## config.mk

```make
export PLATFORM = sky130hd
export DESIGN_NAME = sprite_rom_arbiter
export DESIGN_NICKNAME = d
export VERILOG_FILES = /design/src/rtl/sprite_pkg.sv /design/src/rtl/rom_tag_pipe.sv /design/src/rtl/sprite_rom_arbiter.sv
export SDC_FILE = /design/constraint.sdc
export NUM_CORES = 1
export LEC_CHECK = 0
export ABC_CLOCK_PERIOD_IN_PS = 2200
export BUFFER_PORTS_ARGS = -buffer_cell sky130_fd_sc_hd__buf_2
export CAP_MARGIN = 5
export CORE_ASPECT_RATIO = 0.75
export CORE_MARGIN = 5
export CORE_UTILIZATION = 40
export DETAILED_ROUTE_END_ITERATION = 10
export PLACE_DENSITY = 0.82
export SLEW_MARGIN = 20
export SYNTH_ARGS = -nofsm -noshare
export SYNTH_HDL_FRONTEND = slang
export SYNTH_SLANG_ARGS = --single-unit
export TNS_END_PERCENT = 1
```

## constraint.sdc

```tcl
create_clock -name Clk -period 2.2 [get_ports Clk]
set_input_delay 0.22 -clock Clk [delete_from_list [all_inputs] [get_ports Clk]]
set_output_delay 0.22 -clock Clk [all_outputs]
set_load 0.005 [all_outputs]
```

## src/rtl/sprite_pkg.sv

```systemverilog
// Shared sprite/tile ROM definitions: widths, the RGB888 pixel type and the
// colour key that downstream consumers treat as transparent.
package sprite_pkg;

    localparam int ROM_ADDR_W = 19;
    localparam int RGB_W      = 24;

    typedef struct packed {
        logic [7:0] r;
        logic [7:0] g;
        logic [7:0] b;
    } rgb_t;

    localparam rgb_t TRANSPARENT_RGB = 24'hee35ff;

endpackage

```

## src/rtl/rom_tag_pipe.sv

```systemverilog
// Carries {valid, one-hot requester tag} alongside the ROM read latency so the
// returned word can be steered back to the requester that issued the read.
module rom_tag_pipe #(
    parameter int N_REQ   = 4,
    parameter int ROM_LAT = 1
) (
    input  logic             clk,
    input  logic             rst_n,
    input  logic             push_valid,
    input  logic [N_REQ-1:0] push_tag,
    output logic             pop_valid,
    output logic [N_REQ-1:0] pop_tag
);

    logic [ROM_LAT-1:0][N_REQ:0] stage_q;

    always_ff @(posedge clk or negedge rst_n) begin
        if (!rst_n) begin
            stage_q <= '0;
        end else begin
            stage_q[0] <= {push_valid, push_tag};
            for (int i = 1; i < ROM_LAT; i++) begin
                stage_q[i] <= stage_q[i-1];
            end
        end
    end

    assign pop_valid = stage_q[ROM_LAT-1][N_REQ];
    assign pop_tag   = stage_q[ROM_LAT-1][N_REQ-1:0];

endmodule

```

## src/rtl/sprite_rom_arbiter.sv

```systemverilog
// Shares one synchronous-read sprite ROM port: strict priority for the pixel
// path during active video, round-robin among all requesters during blanking.
module sprite_rom_arbiter
    import sprite_pkg::*;
#(
    parameter int N_REQ   = 4,
    parameter int ADDR_W  = ROM_ADDR_W,
    parameter int DATA_W  = RGB_W,
    parameter int ROM_LAT = 1
) (
    input  logic                    Clk,
    input  logic                    Reset_n,
    input  logic                    blank,
    input  logic [N_REQ-1:0]        req,
    input  logic [N_REQ*ADDR_W-1:0] addr,
    output logic [N_REQ-1:0]        gnt,
    output logic [ADDR_W-1:0]       rom_addr,
    input  logic [DATA_W-1:0]       rom_data,
    output logic [N_REQ-1:0]        rd_valid,
    output logic [DATA_W-1:0]       rd_data
);

    localparam int IDX_W = (N_REQ > 1) ? $clog2(N_REQ) : 1;

    logic [IDX_W-1:0]  last_gnt;
    logic [ADDR_W-1:0] last_addr;
    logic              win_found;
    logic              win_prio;
    logic [IDX_W-1:0]  win_idx;
    logic              grant_ok;
    logic              pop_valid;
    logic [N_REQ-1:0]  pop_tag;

    // Search starts just past the last round-robin winner and wraps once.
    always_comb begin
        int               cand;
        logic [IDX_W-1:0] cand_idx;
        win_found = 1'b0;
        win_prio  = 1'b0;
        win_idx   = '0;
        cand      = 0;
        cand_idx  = '0;
        if (blank && req[0]) begin
            win_found = 1'b1;
            win_prio  = 1'b1;
        end else begin
            for (int k = 1; k <= N_REQ; k++) begin
                cand = int'(last_gnt) + k;
                if (cand >= N_REQ) cand -= N_REQ;
                cand_idx = IDX_W'(cand);
                if (!win_found && req[cand_idx]) begin
                    win_found = 1'b1;
                    win_idx   = cand_idx;
                end
            end
        end
    end

    assign grant_ok = win_found && Reset_n;

    always_comb begin
        gnt      = '0;
        rom_addr = last_addr;
        if (grant_ok) begin
            gnt[win_idx] = 1'b1;
            rom_addr     = addr[int'(win_idx)*ADDR_W +: ADDR_W];
        end
    end

    // Pixel-path priority grants leave the pointer alone so blanking fairness survives.
    always_ff @(posedge Clk or negedge Reset_n) begin
        if (!Reset_n) begin
            last_gnt  <= IDX_W'(N_REQ - 1);
            last_addr <= '0;
        end else if (grant_ok) begin
            last_addr <= rom_addr;
            if (!win_prio) begin
                last_gnt <= win_idx;
            end
        end
    end

    rom_tag_pipe #(
        .N_REQ  (N_REQ),
        .ROM_LAT(ROM_LAT)
    ) u_tag_pipe (
        .clk       (Clk),
        .rst_n     (Reset_n),
        .push_valid(grant_ok),
        .push_tag  (gnt),
        .pop_valid (pop_valid),
        .pop_tag   (pop_tag)
    );

    assign rd_valid = pop_valid ? pop_tag : '0;
    assign rd_data  = rom_data;

endmodule

```

==> summary.md <==
| Metric | Value |
|---|---|
| Htree depth | 1 |
| Boundary Pins | 158 |
| Die height | 71 um |
| Crit-path max FO | 5 |
| TNS Setup | -2060 ps |
| Worst R2R Setup Slack | -90 ps |
| CTS tree | done |
| Period Utilization, post-route | 105% |
| Die area | 0.00648 mm2 |
| Clk buf depth | 2 |
| # clock sinks | 26 |
| Placer Congestion | 0.856 |
| Share of layout cells above drive strength 1 | around 74% |
| Most frequent cells in the layout | 108 x buf_2, 31 x buf_4, 24 x dfrtp_1 |
| Clock skew | 3.80 ps |
| Critical Path RT | slightly below 2000 ps |
| Final setup fails | 24 |
| Gate Count Post-Synth | 215 |
| Hold Crit Start | addr[0] |
| Mapped cell area | about 0.0020 mm2 |
| Reg2reg end | last_addr[3] |
| Worst hold path class | input port to flop |
| N_diodes | 0 |
| Drt wl/cell | about 17 um |
| DRC | 0 |
| Ys Warns | 0 |
| R2r startpoint | last_gnt[0] |
| PwrDens | 656 mW/mm2 |
| P&R area growth vs syn | 73.0% |
| Port bufs | approximately 110 |
| Clk slew on worst S/H paths | ~90 ps |
| Crit Path Class | flop to output pin |
| First-pass GRT wire length | 10400 um |
| Outcome | finished, violations left |
| Worst EP arrival | 2090 ps |
| Comb pwr share | approximately three fifths |
| Inst Count DP | 361 |
| Layout Nets | 451 |
| Dpl hpwl | 4210 um |
| Fin. Hold Viols | 0 |
| DP Worst Slack | -82.7 ps |
| Iteration-0 DRC count of the detailed router | 84 |
| Crit. End Element | output pin |
| Antenna violations before repair | 0 |
| Post-route ant nets | 0 |
| Final wirelength | 6850 um |
| Core box area | 0.00484 mm2 |
| Detailed-route via count | between 2000 and 2500 |
| Sw frac | a little over a third |
| Min Hold Slack | about 240 ps |
| Pin count of the biggest net entering global routing | 27 |
| FP Rows | 22 |
| Non-Filler Instances | a little over 400 |
| Total GRT Usage | 19.4% |
| Number of synthesized register bits | 26 |
| Mean Syn Cell Area | 9.23 um2 |
| Effective utilization at floorplan | between 40% and 50% |
| CP max stage cell | dfstp_2 |
| Post-Route Utilization | 70.8% |
| Vias per cell | 5.26 |
| Setup WS post-layout | -110 ps |
| Hold EP | last_addr[0] |
| Worst Reg-to-Reg Cells | 13 |
| Reg power frac | 26.6% |
| Period minus WS final | ~2300 ps |
| Seq/Total Area, Yosys | between 30% and 40% |
| NetSw | 805 uW |
| Max Clk Rate | 433 MHz |
| Crit-path cells | buf_6 > nand3b_1 > a31oi_4 > buf_12 > buf_8 > mux2_4 > nand2_4 > a21oi_2 > buf_2 |
| Relative slew slack | 57.6% |
| Max-slew violations | 0 |
| Die X-Extent | 91.3 um |
| CP peak stage delay | between 500 and 600 ps |
| Least-Margin Pin Slew | 636 ps |
| Pre-antenna DRT Iters | 4 |
| VDD IR max | 376 uV |
| P_int | 1.45 mW |
| Synth unique cells | 31 |
| Max cap viols | 0 |
| CTS buffer count | 3 |
| Grt total ovfl | 0 |
| Syn nets | 322 |
| Hold Path Depth | 3 |
| Root Buffer | clkbuf_8 |
| Crit start category | flop |
| Clk network pwr share | 13.7% |
| Most common cell after layout, fill and taps aside | buf_2 |
| Failing checks | setup timing |
| Leakage | 1.63 nW |
| Clk_lat worst skew | ~270 ps |
| Unrepaired setup endpoints after global routing | yes |
| Vias in the first global route | 2211 |
final cells by class:
type | instances | area (um2)
Sequential cell | 26 | 653
Fill cell | 383 | 1410
Tap cell | 60 | 75.1
Multi-Input combinational cell | 149 | 1570
Inverter | 4 | 15.0
Timing Repair Buffer | 160 | 1070
Clock buffer | 4 | 55.1
critical path: cells and delay by family (launching register included):
family	cells	cell delay, ps
buffers and inverters	4	510
AO/OA/AOI/OAI	2	240
AND/OR/NAND/NOR	2	190
multiplexers	1	320
flip-flops	1	550
what timing repair did:
action,in CTS,in global routing
hold endpoints to repair,24,0
gates cloned,2,0
setup endpoints to repair,22,28
resized for setup,71,52
buffers inserted,33,2
hold buffers,1,0
pin swaps,39,7
power groups by stage:
| stage | registers (mW) | logic (mW) | clock network [mW] |
|---|---|---|---|
| 3_5_place_dp | 0.606 | 0.733 | 0 |
| 6_report | 0.599 | 1.34 | 0.308 |
| 4_1_cts | 0.596 | 1.14 | 0.323 |
| 5_1_grt | 0.607 | 1.44 | 0.337 |
| 2_1_floorplan | 0.601 | 0.506 | 0 |
| 3_3_place_gp | 0.603 | 0.714 | 0 |
cells in the mapped netlist:
cell	n	share of area (%)
nand2_1	22	4.2
mux2_2	9	5.1
o21ai_2	1	0.44
and4_1	1	0.44
nand3b_1	1	0.38
a31oi_4	1	1.1
or3_4	1	0.57
and2_1	4	1.3
o21ai_1	2	0.50
buf_2	3	0.76
nor2_2	1	0.32
a221oi_2	11	8.3
buf_12	1	1.0
nor2b_1	1	0.32
dfrtp_1	24	30
inv_1	4	0.76
a2bb2oi_4	1	1.3
buf_6	3	1.7
nor2_1	22	4.2
nor3b_1	1	0.38
mux2i_1	2	1.0
mux2_1	10	5.7
buf_4	27	10
a21oi_1	40	10
a221oi_1	9	4.0
nand2b_1	3	0.95
clkbuf_1	2	0.38
o21ai_0	3	0.76
dfstp_2	2	2.6
and3_1	1	0.32
a21o_1	2	0.76
state kept, by name, indices dropped and copies added, names as in the netlist:
signal,flops
last_gnt,2
u_tag_pipe.stage_q,5
last_addr,19
through the flow:
| step | area, um2 | power [mW] |
|---|---|---|
| after global placement | 2430 | 1.32 |
| after global routing | 3430 | 2.39 |
| after floorplan | 1980 | 1.11 |
| final | 3430 | 2.25 |
| after detailed placement | 2430 | 1.34 |
| after CTS | 3080 | 2.06 |
worst max-delay path by stage:
| stage | start | to | slack, ps | depth (start not counted) |
|---|---|---|---|---|
| 6_report | last_gnt[1] | rom_addr[1] | -110 | 9 |
| 5_1_grt | last_gnt[1] | rom_addr[1] | -210 | 9 |
| 4_1_cts | last_gnt[1] | rom_addr[5] | -150 | 9 |
| 3_5_place_dp | last_gnt[1] | rom_addr[13] | -80 | 6 |
| 3_3_place_gp | last_gnt[1] | rom_addr[2] | -10 | 6 |
| 2_1_floorplan | last_gnt[1] | rom_addr[10] | 320 | 8 |
per-layer routing:
metal	vias to the layer above	GRT usage, %	wire length (um)
li1	1013	-	-
met1	1029	23.4	2660
met2	73	35.4	3770
met3	4	4.99	405
met4	0	3.42	8
met5	-	0	0
cell families (layout without fill, tap and decap cells):
logic type	after synthesis	after routing	synth area share, %
AO/OA/AOI/OAI	70	70	27.2
AND/OR/NAND/NOR	58	58	13.2
buffers and inverters	40	168	14.8
flip-flops	26	26	32.9
multiplexers	21	21	11.8
Power figures use the tool's default switching activity.
